[src/rtl/bram_frame_scheduler.sv]
// bram_frame_scheduler
//   Sequences one dual-port frame BRAM. Port A is filled from a valid/ready
//   pixel stream. Port B is then drained in raster order to a valid/ready
//   consumer through a 2-entry skid FIFO, with credit-based read issue.
//   Optional feature macro: FB_DROP_CNT_EN adds a saturating drop_cnt[15:0]
//   output. It counts cycles where in_valid is high, in_ready is low and the
//   block is not idle.
module bram_frame_scheduler #(
    parameter int IM_WIDTH   = 320,
    parameter int IM_HEIGHT  = 240,
    parameter int DATA_WIDTH = 8,
    parameter int ADDR_WIDTH = 17
) (
    input  logic                  clk,
    input  logic                  rst_n,
    input  logic                  start,
    input  logic                  auto_rst,
    input  logic                  in_valid,
    output logic                  in_ready,
    input  logic [DATA_WIDTH-1:0] in_data,
    output logic                  out_valid,
    input  logic                  out_ready,
    output logic [DATA_WIDTH-1:0] out_data,
    output logic                  frame_done,
    output logic                  busy,
    output logic                  bram_wea,
    output logic [ADDR_WIDTH-1:0] bram_addra,
    output logic [DATA_WIDTH-1:0] bram_dina,
    output logic [ADDR_WIDTH-1:0] bram_addrb,
    input  logic [DATA_WIDTH-1:0] bram_doutb
`ifdef FB_DROP_CNT_EN
    ,
    output logic [15:0]           drop_cnt
`endif
);

    localparam logic [ADDR_WIDTH-1:0] LAST_ADDR = ADDR_WIDTH'(IM_WIDTH * IM_HEIGHT - 1);

    typedef enum logic [1:0] {
        ST_IDLE  = 2'd0,
        ST_FILL  = 2'd1,
        ST_DRAIN = 2'd2
    } state_t;

    state_t                  state_q, state_d;
    logic                    in_ready_q, in_ready_d;
    logic                    busy_q, busy_d;
    logic [ADDR_WIDTH-1:0]   wr_cnt_q, wr_cnt_d;
    logic [ADDR_WIDTH-1:0]   rd_cnt_q, rd_cnt_d;
    logic                    rd_all_q, rd_all_d;       // every address of the frame has been issued
    logic [ADDR_WIDTH-1:0]   pop_cnt_q, pop_cnt_d;
    logic                    wea_q, wea_d;
    logic [ADDR_WIDTH-1:0]   addra_q, addra_d;
    logic [DATA_WIDTH-1:0]   dina_q, dina_d;
    logic                    inflight_q, inflight_d;   // read issued last cycle, data on doutb now
    logic [DATA_WIDTH-1:0]   fifo_q [2];
    logic [DATA_WIDTH-1:0]   fifo_d [2];
    logic                    wr_ptr_q, wr_ptr_d;
    logic                    rd_ptr_q, rd_ptr_d;
    logic [1:0]              occ_q, occ_d;

    logic                    accept;
    logic                    wr_last;
    logic                    pop;
    logic                    pop_last;
    logic                    push;
    logic                    issue;
    logic [2:0]              slots_used;

    // Handshake decode. A pop in the current cycle frees a slot for a new read.
    // Without that, sustained 1 pixel/cycle throughput would not be possible.
    always_comb begin
        accept     = (state_q == ST_FILL) && in_ready_q && in_valid;
        wr_last    = accept && (wr_cnt_q == LAST_ADDR);
        pop        = (occ_q != 2'd0) && out_ready;
        pop_last   = pop && (pop_cnt_q == LAST_ADDR);
        push       = inflight_q;
        slots_used = {1'b0, occ_q} + {2'b00, inflight_q};
        issue      = (state_q == ST_DRAIN) && !rd_all_q &&
                     (slots_used < (3'd2 + {2'b00, pop}));
    end

    // Next-state, counter, BRAM port and skid FIFO computation.
    always_comb begin
        state_d    = state_q;
        in_ready_d = in_ready_q;
        wr_cnt_d   = wr_cnt_q;
        rd_cnt_d   = rd_cnt_q;
        rd_all_d   = rd_all_q;
        pop_cnt_d  = pop_cnt_q;
        wea_d      = accept;
        addra_d    = accept ? wr_cnt_q : addra_q;
        dina_d     = accept ? in_data : dina_q;
        inflight_d = issue;
        fifo_d[0]  = fifo_q[0];
        fifo_d[1]  = fifo_q[1];
        wr_ptr_d   = wr_ptr_q;
        rd_ptr_d   = rd_ptr_q;
        occ_d      = occ_q + {1'b0, push} - {1'b0, pop};

        if (push) begin
            fifo_d[wr_ptr_q] = bram_doutb;
            wr_ptr_d         = ~wr_ptr_q;
        end
        if (pop) begin
            rd_ptr_d = ~rd_ptr_q;
        end

        case (state_q)
            ST_IDLE: begin
                if (start) begin
                    state_d    = ST_FILL;
                    in_ready_d = 1'b1;
                    wr_cnt_d   = '0;
                end
            end
            ST_FILL: begin
                if (accept) begin
                    wr_cnt_d = wr_cnt_q + ADDR_WIDTH'(1);
                end
                if (wr_last) begin
                    state_d    = ST_DRAIN;
                    in_ready_d = 1'b0;
                    wr_cnt_d   = '0;
                    rd_cnt_d   = '0;
                    rd_all_d   = 1'b0;
                    pop_cnt_d  = '0;
                end
            end
            ST_DRAIN: begin
                if (issue) begin
                    if (rd_cnt_q == LAST_ADDR) begin
                        rd_all_d = 1'b1;
                    end else begin
                        rd_cnt_d = rd_cnt_q + ADDR_WIDTH'(1);
                    end
                end
                if (pop) begin
                    pop_cnt_d = pop_cnt_q + ADDR_WIDTH'(1);
                end
                if (pop_last) begin
                    state_d    = auto_rst ? ST_FILL : ST_IDLE;
                    in_ready_d = auto_rst;
                    wr_cnt_d   = '0;
                    rd_cnt_d   = '0;
                    rd_all_d   = 1'b0;
                    pop_cnt_d  = '0;
                    wr_ptr_d   = 1'b0;
                    rd_ptr_d   = 1'b0;
                end
            end
            default: begin
                state_d    = ST_IDLE;
                in_ready_d = 1'b0;
            end
        endcase

        busy_d = (state_d != ST_IDLE);
    end

    // FSM, counters, registered outputs and FIFO storage.
    always_ff @(posedge clk or negedge rst_n) begin
        if (!rst_n) begin
            state_q    <= ST_IDLE;
            in_ready_q <= 1'b0;
            busy_q     <= 1'b0;
            wr_cnt_q   <= '0;
            rd_cnt_q   <= '0;
            rd_all_q   <= 1'b0;
            pop_cnt_q  <= '0;
            wea_q      <= 1'b0;
            addra_q    <= '0;
            dina_q     <= '0;
            inflight_q <= 1'b0;
            fifo_q[0]  <= '0;
            fifo_q[1]  <= '0;
            wr_ptr_q   <= 1'b0;
            rd_ptr_q   <= 1'b0;
            occ_q      <= 2'd0;
        end else begin
            state_q    <= state_d;
            in_ready_q <= in_ready_d;
            busy_q     <= busy_d;
            wr_cnt_q   <= wr_cnt_d;
            rd_cnt_q   <= rd_cnt_d;
            rd_all_q   <= rd_all_d;
            pop_cnt_q  <= pop_cnt_d;
            wea_q      <= wea_d;
            addra_q    <= addra_d;
            dina_q     <= dina_d;
            inflight_q <= inflight_d;
            fifo_q[0]  <= fifo_d[0];
            fifo_q[1]  <= fifo_d[1];
            wr_ptr_q   <= wr_ptr_d;
            rd_ptr_q   <= rd_ptr_d;
            occ_q      <= occ_d;
        end
    end

`ifdef FB_DROP_CNT_EN
    logic [15:0] drop_cnt_q, drop_cnt_d;

    // Count refused input beats while active; saturate instead of wrapping.
    always_comb begin
        drop_cnt_d = drop_cnt_q;
        if (in_valid && !in_ready_q && (state_q != ST_IDLE) && (drop_cnt_q != 16'hFFFF)) begin
            drop_cnt_d = drop_cnt_q + 16'd1;
        end
    end

    // Drop counter storage; only reset clears it.
    always_ff @(posedge clk or negedge rst_n) begin
        if (!rst_n) begin
            drop_cnt_q <= 16'd0;
        end else begin
            drop_cnt_q <= drop_cnt_d;
        end
    end

    assign drop_cnt = drop_cnt_q;
`endif

    assign in_ready   = in_ready_q;
    assign busy       = busy_q;
    assign bram_wea   = wea_q;
    assign bram_addra = addra_q;
    assign bram_dina  = dina_q;
    assign bram_addrb = rd_cnt_q;
    assign out_valid  = (occ_q != 2'd0);
    assign out_data   = fifo_q[rd_ptr_q];
    // frame_done must coincide with the final pop, which depends on out_ready.
    assign frame_done = pop_last;

endmodule

[config.mk]
export PLATFORM = sky130hd
export DESIGN_NAME = bram_frame_scheduler
export DESIGN_NICKNAME = d
export VERILOG_FILES = /design/src/rtl/bram_frame_scheduler.sv
export SDC_FILE = /design/constraint.sdc
export NUM_CORES = 1
export LEC_CHECK = 0
export CAP_MARGIN = 20
export CORE_MARGIN = 3
export CORE_UTILIZATION = 49
export DETAILED_ROUTE_END_ITERATION = 8
export GPL_TIMING_DRIVEN = 0
export PLACE_DENSITY_LB_ADDON = 0.12
export SLEW_MARGIN = 20
export SYNTH_ARGS = -nofsm -noshare
export SYNTH_HDL_FRONTEND = slang
export SYNTH_SLANG_ARGS = --single-unit
[constraint.sdc]
create_clock -name clk -period 2.8 [get_ports clk]
set_input_delay 0.56 -clock clk [delete_from_list [all_inputs] [get_ports clk]]
set_output_delay 0.56 -clock clk [all_outputs]
set_load 0.02 [all_outputs]
==> impl_metrics.env <==
export IMPL_combPwrFrac_pct=32.9
export IMPL_finalClockSkew_ps=17.5
export IMPL_fin_crit_ps=2700
export IMPL_start_kind="register"
export IMPL_syn_avg_cell_area_um2=9.35
export IMPL_netlist_area_um2=5110
export IMPL_setup_ws_ps=96.2
export IMPL_viasPerCell=5.79
export IMPL_hold_worst_slack_ps=99.3
export IMPL_p_int_uw=2690
export IMPL_crit_family="simple AND/OR/NAND/NOR gates"
export IMPL_worstReg2RegStart="pop_cnt_q[1]"
export IMPL_p_per_area_nw_per_um2=632
export IMPL_p_switching_uw=1420
export IMPL_crit_path_end_kind="register"
export IMPL_ir_drop_uv=416
export IMPL_ys_ff_latch=103
export IMPL_ys_types=39
export IMPL_place_ws_ps=-1010
export IMPL_dr_pass1_iters=6
export IMPL_worst_pin_slew_ps=828
export IMPL_clk_path_buf_depth=2
export IMPL_syn_to_final_growth_pct=27.3
export IMPL_num_rows=36
export IMPL_pwr_share_clk_pct=25.6
export IMPL_grt_max_degree=61
export IMPL_cts_clk_slew_worst_paths_ps=110
export IMPL_cts_hold_buf=0
export IMPL_rr_worst_depth=9
export IMPL_fp_dieH_um=108
export IMPL_vias=4503
export IMPL_syn_inst=546
export IMPL_timing_final_hold_violations=0
export IMPL_outcome="finished clean"
export IMPL_yosysSeqAreaShare_pct=50.5
export IMPL_ys_warn_count=0
export IMPL_hpwlAfterDp_um=8490
export IMPL_gp_congestion=0.842
export IMPL_drv_slew=0
export IMPL_max_stage_delay_ps=520
export IMPL_p_leak_uw=0.00290
export IMPL_drv_cap=0
export IMPL_synth_ff_type="dfrtp_1"
export IMPL_fillers=825
export IMPL_start_util_pct=51.3
export IMPL_crit_path_max_fanout=10
export IMPL_drt_initial_drc_count=251
export IMPL_antenna_cells=0
export IMPL_ctsRootBufferMaster="clkbuf_8"
export IMPL_critPathKind="register to register"
export IMPL_antenna_found_initial=0
export IMPL_drc=0
export IMPL_crit_chain="ha_2, nand3_2, or4_4, buf_6, o31a_1, or4_1, buf_6, buf_6, o31ai_2"
export IMPL_worstPathRequired_ps=3070
export IMPL_ant_nets=0
export IMPL_cts_sinks=103
export IMPL_fin_nets=675
export IMPL_grt_util_all_layers_pct=21.8
export IMPL_finalSetupViolCount=0
export IMPL_portBuffers=76
export IMPL_fp_dieW_um=108
export IMPL_fmax_ghz=0.370
export IMPL_layout_drive_gt1_share_pct=13.6
export IMPL_slew_headroom_pct=44.3
export IMPL_wl_per_cell_um=15.9
export IMPL_cts_tree="built"
export IMPL_io_pins=77
export IMPL_first_global_vias=4347
export IMPL_crit_slowest_cell="or4_4"
export IMPL_r2r_slack_ps=100
export IMPL_p_seq_share_pct=41.5
export IMPL_timing_critical_path_mode_cell="buf_6"
export IMPL_overflow=0
export IMPL_grt_pass1_wl_um=20800
export IMPL_dieArea_um2=11700
export IMPL_critical_path_buf_inv_count=3
export IMPL_synth_edf_count=0
export IMPL_core_area_um2=9950
export IMPL_syn_nets=581
export IMPL_cts_buffers=9
export IMPL_clock_latency_ps=370
export IMPL_period_share_pct=96.6
export IMPL_routed_wl_um=12400
export IMPL_p_sw_share_pct=34.5
export IMPL_async_reset_ff_share_pct=100
export IMPL_rsz0062_at_grt="true"
export IMPL_hold_path_class="primary input to async pin"
export IMPL_reg2reg_to="wr_cnt_q[13]"
export IMPL_crit_arrival_ps=2970
export IMPL_htreeDepth=3
[power groups by stage]
stage	sequential (µW)	clock [µW]	combinational, µW
after CTS	1700	1070	1310
after global placement	1720	0	1250
after detailed placement	1730	0	1290
after floorplan	1830	0	654
after global routing	1720	1140	1480
final	1700	1050	1350
[registers in the layout, indices dropped and copies added, names as in the netlist, 2 cells and up]
name,flops
bram_addra,17
bram_addrb,17
bram_dina,8
fifo_q,16
occ_q,2
pop_cnt_q,17
state_q,2
wr_cnt_q,17
[Yosys cell counts, types with 3 or more instances]
cell type / instances / area [µm²]
a21o_1: 6 / 45.0
o21ai_0: 56 / 280
a21oi_1: 13 / 65.1
or4_1: 4 / 30.0
or3_1: 5 / 31.3
ha_1: 13 / 163
a31oi_1: 11 / 68.8
inv_1: 18 / 67.6
nand2b_1: 5 / 31.3
and2_1: 14 / 87.6
o41ai_1: 7 / 61.3
dfrtp_1: 103 / 2580
nor2_1: 27 / 101
mux2_2: 24 / 270
clkbuf_1: 22 / 82.6
nand3_1: 29 / 145
and3_1: 13 / 81.3
o31ai_1: 26 / 195
buf_2: 3 / 15.0
o21ai_1: 4 / 20.0
nor4_1: 3 / 18.8
nand2_1: 96 / 360
nand4_1: 15 / 93.8
nor3_1: 3 / 15.0
and4_1: 3 / 26.3
o21a_1: 3 / 22.5
[how the worst max path moves through the flow]
stage	from	endpoint	slack, ps	cells past startpoint
final	pop_cnt_q[1]	wr_cnt_q[13]	100	9
after global routing	out_ready	bram_addrb[6]	-30	7
after CTS	state_q[1]	bram_addrb[6]	20	11
after detailed placement	in_valid	pop_cnt_q[11]	-1010	9
after global placement	rst_n	bram_addrb[1]	-2710	1
after floorplan	pop_cnt_q[0]	wr_cnt_q[15]	160	9
[layer usage]
metal	share of wire, %	wire [µm]	global-route usage (%)	vias to the layer above
li1	-	-	-	2140
met1	46	5730	30.8	2201
met2	47	5800	34.7	152
met3	6.1	756	4.30	10
met4	0.96	119	5.50	0
met5	0	0	0	-
[logic make-up after synthesis]
group / count (synthesis) / synth area share, %
buffers and inverters: 47 / 3.68
flip-flops: 103 / 50.5
AO/OA/AOI/OAI: 132 / 15.8
AND/OR/NAND/NOR: 225 / 21.2
multiplexers: 24 / 5.29
adder cells (fa/ha/maj): 13 / 3.19
XOR/XNOR: 2 / 0.343
[through the flow]
stage	instances	instance area, µm²	TNS [ps]	utilization (%)	total power (µW)
6_report	778	6500	0	65.3	4110
5_1_grt	778	6500	-26.9	65.3	4350
4_1_cts	774	6340	0	63.7	4080
3_5_place_dp	756	6060	-25920	60.9	3010
3_3_place_gp	755	6030	-303540	60.6	2980
2_1_floorplan	546	5110	0	-	2480
[cell usage in the layout (no fill, tap or decap), drive strengths merged, types with 3 or more instances in the layout]
cell	synthesis	routed
a21o	6	6
a21oi	13	13
a31oi	11	11
and2	14	14
and3	13	13
and4	3	3
buf	6	19
clkbuf	22	27
clkdlybuf4s50	0	74
dfrtp	103	103
ha	13	13
inv	19	22
mux2	24	24
nand2	96	96
nand2b	5	5
nand3	29	29
nand4	15	15
nor2	27	27
nor3	3	3
nor4	3	3
o21a	3	3
o21ai	60	60
o31ai	26	26
o41ai	7	7
or3	5	5
or4	4	4
[area by class of cell]
class / count / area [µm²] / area share, %
Sequential cell: 103 / 2580 / 39.7
Multi-Input combinational cell: 396 / 2460 / 37.9
Timing Repair Buffer: 85 / 847 / 13.0
Tap cell: 133 / 166 / 2.56
Buffer: 26 / 146 / 2.25
Clock buffer: 9 / 124 / 1.91
Clock inverter: 7 / 100 / 1.54
Inverter: 19 / 73.8 / 1.14
[worst reg2reg max path, cell delays in order (launching register included)]
cell and delay (ps):
dfrtp_1 380, ha_2 220, nand3_2 90, or4_4 520
buf_6 150, o31a_1 290, or4_1 430, buf_6 160
buf_6 150, o31ai_2 230
[timing repair]
item	CTS	global route
buffers inserted	2	6
gates resized for setup	22	32
pin swaps	0	8
setup endpoints to repair	52	49
(Power assumes the default switching activity.)
